===== src/rtl/multicycle_control.sv =====
// Control FSM for the multicycle CPU datapath: walks each instruction through its states,
// drives every datapath control line and counts retired instructions.
module multicycle_control (
    input  logic        clk,
    input  logic        reset,
    input  logic [31:0] IReg_out,
    output logic        PCWrite,
    output logic        PCWriteCond,
    output logic        IorD,
    output logic        MemRead,
    output logic        MemWrite,
    output logic        IRWrite,
    output logic        MemtoReg,
    output logic        ALUSrcA,
    output logic        RegWrite,
    output logic        RegDst,
    output logic        BranchType,
    output logic [1:0]  PCSource,
    output logic [1:0]  ALUSrcB,
    output logic [3:0]  ALUOp,
    output logic        halted,
    output logic [3:0]  state,
    output logic [31:0] instr_retired
);

    localparam logic [3:0] ALU_ADD = 4'b0000;

    typedef enum logic [3:0] {
        FETCH  = 4'd0,
        DECODE = 4'd1,
        EXEC   = 4'd2,
        WB     = 4'd3,
        MEM_RD = 4'd4,
        MEM_WB = 4'd5,
        MEM_WR = 4'd6,
        BRANCH = 4'd7,
        JUMP   = 4'd8,
        HALT   = 4'd9,
        NEXT   = 4'd10
    } state_t;

    typedef enum logic [3:0] {
        CL_R, CL_ISE, CL_IZE, CL_LW, CL_SW, CL_J, CL_BEQ, CL_BNE, CL_HALT, CL_NOP
    } class_t;

    typedef struct packed {
        logic       pc_write;
        logic       pc_write_cond;
        logic       mem_read;
        logic       mem_write;
        logic       mem_to_reg;
        logic       alu_src_a;
        logic       reg_write;
        logic       branch_type;
        logic [1:0] pc_source;
        logic [1:0] alu_src_b;
        logic [3:0] alu_op;
    } ctrl_t;

    state_t      cur_state;
    logic [5:0]  op_reg;
    ctrl_t       ctrl_q;
    logic [31:0] retired_q;
    logic        unused_operand_bits;

    function automatic class_t classify(input logic [5:0] opc);
        class_t cl;
        cl = CL_NOP;
        if (opc[5:4] == 2'b00) begin
            cl = CL_R;
        end else if (opc[5:3] == 3'b010) begin
            cl = CL_ISE;
        end else if (opc[5:3] == 3'b011) begin
            cl = CL_IZE;
        end else begin
            case (opc)
                6'b100000: cl = CL_LW;
                6'b100001: cl = CL_SW;
                6'b110000: cl = CL_J;
                6'b110001: cl = CL_BEQ;
                6'b110010: cl = CL_BNE;
                6'b111111: cl = CL_HALT;
                default:   cl = CL_NOP;
            endcase
        end
        return cl;
    endfunction

    function automatic state_t next_state(input state_t cur, input logic [5:0] opc);
        state_t nxt;
        nxt = FETCH;
        case (cur)
            FETCH:  nxt = DECODE;
            DECODE: begin
                case (classify(opc))
                    CL_R, CL_ISE, CL_IZE: nxt = EXEC;
                    CL_LW:                nxt = MEM_RD;
                    CL_SW:                nxt = MEM_WR;
                    CL_BEQ, CL_BNE:       nxt = BRANCH;
                    CL_J:                 nxt = JUMP;
                    CL_HALT:              nxt = HALT;
                    default:              nxt = NEXT;
                endcase
            end
            EXEC:   nxt = WB;
            MEM_RD: nxt = MEM_WB;
            HALT:   nxt = HALT;
            default: nxt = FETCH;
        endcase
        return nxt;
    endfunction

    function automatic logic is_final(input state_t s);
        return (s == WB) || (s == MEM_WB) || (s == MEM_WR) ||
               (s == BRANCH) || (s == JUMP) || (s == NEXT);
    endfunction

    function automatic ctrl_t pc_increment();
        ctrl_t c;
        c           = '0;
        c.pc_write  = 1'b1;
        c.pc_source = 2'b00;
        c.alu_src_a = 1'b0;
        c.alu_src_b = 2'b01;
        c.alu_op    = ALU_ADD;
        return c;
    endfunction

    // The PC is only touched in final states because the IR reloads every cycle.
    function automatic ctrl_t controls(input state_t s, input logic [5:0] opc);
        ctrl_t c;
        c = '0;
        case (s)
            EXEC: begin
                c.alu_src_a = 1'b1;
                case (classify(opc))
                    CL_R:   begin c.alu_src_b = 2'b00; c.alu_op = opc[3:0];         end
                    CL_ISE: begin c.alu_src_b = 2'b10; c.alu_op = {1'b0, opc[2:0]}; end
                    CL_IZE: begin c.alu_src_b = 2'b11; c.alu_op = {1'b0, opc[2:0]}; end
                    default: c.alu_src_b = 2'b00;
                endcase
            end
            WB: begin
                c           = pc_increment();
                c.reg_write = 1'b1;
            end
            MEM_RD: c.mem_read = 1'b1;
            MEM_WB: begin
                c            = pc_increment();
                c.reg_write  = 1'b1;
                c.mem_to_reg = 1'b1;
            end
            MEM_WR: begin
                c           = pc_increment();
                c.mem_write = 1'b1;
            end
            NEXT: c = pc_increment();
            BRANCH: begin
                c               = pc_increment();
                c.pc_write_cond = 1'b1;
                c.branch_type   = (classify(opc) == CL_BNE);
            end
            JUMP: begin
                c.pc_write  = 1'b1;
                c.pc_source = 2'b10;
            end
            default: c = '0;
        endcase
        return c;
    endfunction

    // Outputs are registered alongside the state so they always reflect the state being entered;
    // the opcode seen during DECODE is the one latched for the rest of the instruction.
    always_ff @(posedge clk) begin
        if (reset) begin
            cur_state <= FETCH;
            op_reg    <= '0;
            retired_q <= '0;
            ctrl_q    <= '0;
        end else begin
            cur_state <= next_state(cur_state, IReg_out[31:26]);
            if (cur_state == DECODE) begin
                op_reg <= IReg_out[31:26];
            end
            if (is_final(cur_state)) begin
                retired_q <= retired_q + 32'd1;
            end
            ctrl_q <= controls(next_state(cur_state, IReg_out[31:26]),
                               (cur_state == DECODE) ? IReg_out[31:26] : op_reg);
        end
    end

    assign unused_operand_bits = ^IReg_out[25:0];

    assign PCWrite       = ctrl_q.pc_write;
    assign PCWriteCond   = ctrl_q.pc_write_cond;
    assign IorD          = 1'b0;
    assign MemRead       = ctrl_q.mem_read;
    assign MemWrite      = ctrl_q.mem_write;
    assign IRWrite       = 1'b0;
    assign MemtoReg      = ctrl_q.mem_to_reg;
    assign ALUSrcA       = ctrl_q.alu_src_a;
    assign RegWrite      = ctrl_q.reg_write;
    assign RegDst        = 1'b0;
    assign BranchType    = ctrl_q.branch_type;
    assign PCSource      = ctrl_q.pc_source;
    assign ALUSrcB       = ctrl_q.alu_src_b;
    assign ALUOp         = ctrl_q.alu_op;
    assign halted        = (cur_state == HALT);
    assign state         = cur_state;
    assign instr_retired = retired_q;

endmodule


===== config.mk =====
export PLATFORM = sky130hd
export DESIGN_NAME = multicycle_control
export DESIGN_NICKNAME = d
export VERILOG_FILES = /design/src/rtl/multicycle_control.sv
export SDC_FILE = /design/constraint.sdc
export NUM_CORES = 1
export LEC_CHECK = 0
export ABC_AREA = 1
export ABC_CLOCK_PERIOD_IN_PS = 3930
export CAP_MARGIN = 10
export CORE_MARGIN = 3
export CORE_UTILIZATION = 50
export CTS_CLUSTER_SIZE = 30
export DETAILED_ROUTE_END_ITERATION = 6
export PLACE_DENSITY_LB_ADDON = 0.12
export SLEW_MARGIN = 15
export SYNTH_ARGS = -nofsm -noshare
export SYNTH_HDL_FRONTEND = slang
export SYNTH_SLANG_ARGS = --single-unit

===== constraint.sdc =====
create_clock -name clk -period 3.93 [get_ports clk]
set_input_delay 0.9825 -clock clk [delete_from_list [all_inputs] [get_ports clk]]
set_output_delay 0.9825 -clock clk [all_outputs]
set_load 0.02 [all_outputs]

==> impl_metrics.env <==
export IMPL_outcome="completed"
export IMPL_fin_crit_ns=2.687
export IMPL_drc=0
export IMPL_dp_hpwl_um=4850
export IMPL_grt_util_all_layers_pct=20.97
export IMPL_io_pins=90
export IMPL_cts_made_buffers=9
export IMPL_worstSetupPathType="flop to primary output"
export IMPL_largest_reg_flops=32
export IMPL_ir_drop_mv=0.2566
export IMPL_dr_pass1_iters=4
export IMPL_yosys_warnings=0
export IMPL_area_growth_pct=28.58
export IMPL_core_mm2=0.005270
export IMPL_cts_tree="yes"
export IMPL_grt_antenna_before_repair=0
export IMPL_p_total_mw=1.322
export IMPL_grt_pass1_wl_um=10720
export IMPL_vias=2654
export IMPL_rsz0062_at_grt="false"
export IMPL_synth_seq_cells=57
export IMPL_nFillCells=483
export IMPL_finClkSkew_ns=0.004579
export IMPL_drv_cap=0
export IMPL_ys_flop_type="dfxtp_1"
export IMPL_preCtsSetupSlack_ns=1.067
export IMPL_insertion_delay_ns=0.33
export IMPL_fin_area_mm2=0.003613
export IMPL_ant_nets=0
export IMPL_required_ns=2.95
export IMPL_cts_clk_slew_worst_paths_ns=0.06
export IMPL_synthTopCellsByCount="78 x nand2_1, 60 x nor2_1, 57 x dfxtp_1"
export IMPL_htreeDepth=3
export IMPL_ff2ff_path_depth=13
export IMPL_endpoint_kind="primary output"
export IMPL_grt_max_degree=38
export IMPL_cts_setup_buffers=0
export IMPL_avgSynthCellArea_um2=7.169
export IMPL_diodes=0
export IMPL_fin_ws_ns=1.243
export IMPL_leakagePower_nw=1.529
export IMPL_timing_fmax_mhz=372.2
export IMPL_fin_util_pct=68.57
export IMPL_floorplan_rows=26
export IMPL_synth_cells=392
export IMPL_place_area_mm2=0.003440
export IMPL_ys_seq_area_share_pct=40.61
export IMPL_wl_per_cell_um=12.00
export IMPL_slew_violations=0
export IMPL_dieHeight_um=80.97
export IMPL_synth_top_area_share_pct=40.61
export IMPL_hold_class="flop to flop"
export IMPL_clockBufferDepth=2
export IMPL_holdBufCountCts=0
export IMPL_detail_route_vias_per_cell=5.008
export IMPL_gp_congestion=0.9100
export IMPL_clock_sinks=57
export IMPL_post_route_period_util_pct=68.37
export IMPL_portBuffers=59
export IMPL_timing_rr_start="state[3]"
export IMPL_hold_viol_final=0
export IMPL_cellPowerDensity_mw_per_mm2=365.8
export IMPL_wl_um=6362
export IMPL_grt_pass1_vias=2385
export IMPL_nets=490
export IMPL_hp_start="instr_retired[8]"
export IMPL_hold_depth=2
export IMPL_drt_initial_drc_count=160
export IMPL_gr_total_overflow=0
export IMPL_r2r_end="instr_retired[27]"
export IMPL_root_buffer="clkbuf_8"
export IMPL_synth_most_common_cell="nand2_1"
export IMPL_async_reset_ff_share_pct=0
export IMPL_die_area_mm2=0.006556
export IMPL_startpoint_type="flop"
export IMPL_synth_area_mm2=0.002810
export IMPL_tns_ns=0
export IMPL_synth_edff_count=0
export IMPL_setup_violations=0
export IMPL_synthTopCellsByArea="dfxtp_1 41%, nand2_1 10%, nor2_1 8.0%"
export IMPL_cts_resized=0
export IMPL_r2r_slack_ns=2.03
export IMPL_start_util_pct=53.32
export IMPL_crit_arrival_ns=1.70
export IMPL_drive_above_1_share_pct=9.783
export IMPL_yosysUniqueCellTypes=44
export IMPL_synth_top_area_cell="dfxtp_1"
export IMPL_critPathMaxFanout=4
export IMPL_die_w_um=80.97
export IMPL_whs_endpoint="instr_retired[8]"
-- logic make-up after synthesis --
family                     share of synthesized area (%)
AOI/OAI and AO/OA                                  9.529
xor gates and xnor gates                           2.493
adders and majority gates                         0.4452
buffers and inverters                              9.751
DFF                                                40.61
muxes                                             0.3562
other                                             0.1334
and+or+nand+nor                                    36.69
-- how the worst max path moves through the flow --
stage | from | endpoint | slack (ns) | cells after the start
CTS | state[3] | halted | 1.23 | 5
floorplan | IReg_out[29] | ALUSrcB[0] | 1.81 | 13
global placement | IReg_out[29] | MemRead | 1.13 | 12
finish | state[3] | halted | 1.24 | 5
global route | state[3] | halted | 1.12 | 5
detailed placement | IReg_out[29] | ALUSrcB[0] | 1.07 | 14
-- where the power goes --
part           internal, mW  leakage (nW)  switching [mW]
registers             0.604         0.461          0.0153
clock network         0.260        0.0932           0.222
logic                0.0804         0.974           0.140
-- metrics by stage --
| stage | cells | hold slack (ns) |
|---|---|---|
| after floorplan | 395 | 0.4806 |
| final | 530 | 0.4920 |
| after global placement | 514 | 0.4725 |
| after global routing | 530 | 0.5190 |
| after detailed placement | 514 | 0.4747 |
| after CTS | 530 | 0.4843 |
-- worst max-delay path, stage by stage, from the launching register on --
cell and delay, ns:
dfxtp_1 0.38, inv_1 0.09, nor2_1 0.12, nand2_1 0.12
inv_1 0.07, clkdlybuf4s50_1 0.59
-- routing by layer --
metal | GRT usage, % | part of all wire [%] | routed length (um)
met1 | 27.83 | 47 | 2968
met2 | 32.59 | 46 | 2911
met3 | 5.543 | 6.4 | 405
met4 | 7.939 | 1.2 | 77
met5 | 0 | 0 | 0
-- final cells by class --
cell class                 instances  area [um2]  area share [%]
clock inverter                     3       15.01          0.4155
inverter                          55       206.4           5.713
multi-input combinational        272        1406           38.92
timing repair buffer              60       598.1           16.55
sequential                        57        1141           31.58
clock buffer                      13       158.9           4.397
tap                               70       87.58           2.424
-- layout by cell type (no fill, tap or decap), drive strengths merged, types with 2 or more instances in the layout --
master	n
nor3b	3
inv	54
o21ai	19
clkdlybuf4s50	59
nand4	10
nand2	82
xor2	6
dfxtp	57
nor3	20
clkinv	4
or2	2
and3	3
o21a	4
conb	4
clkbuf	13
a21oi	18
o21bai	2
nand3	23
nor2	65
xnor2	2
No activity file was read; power rests on OpenSTA's default activity.
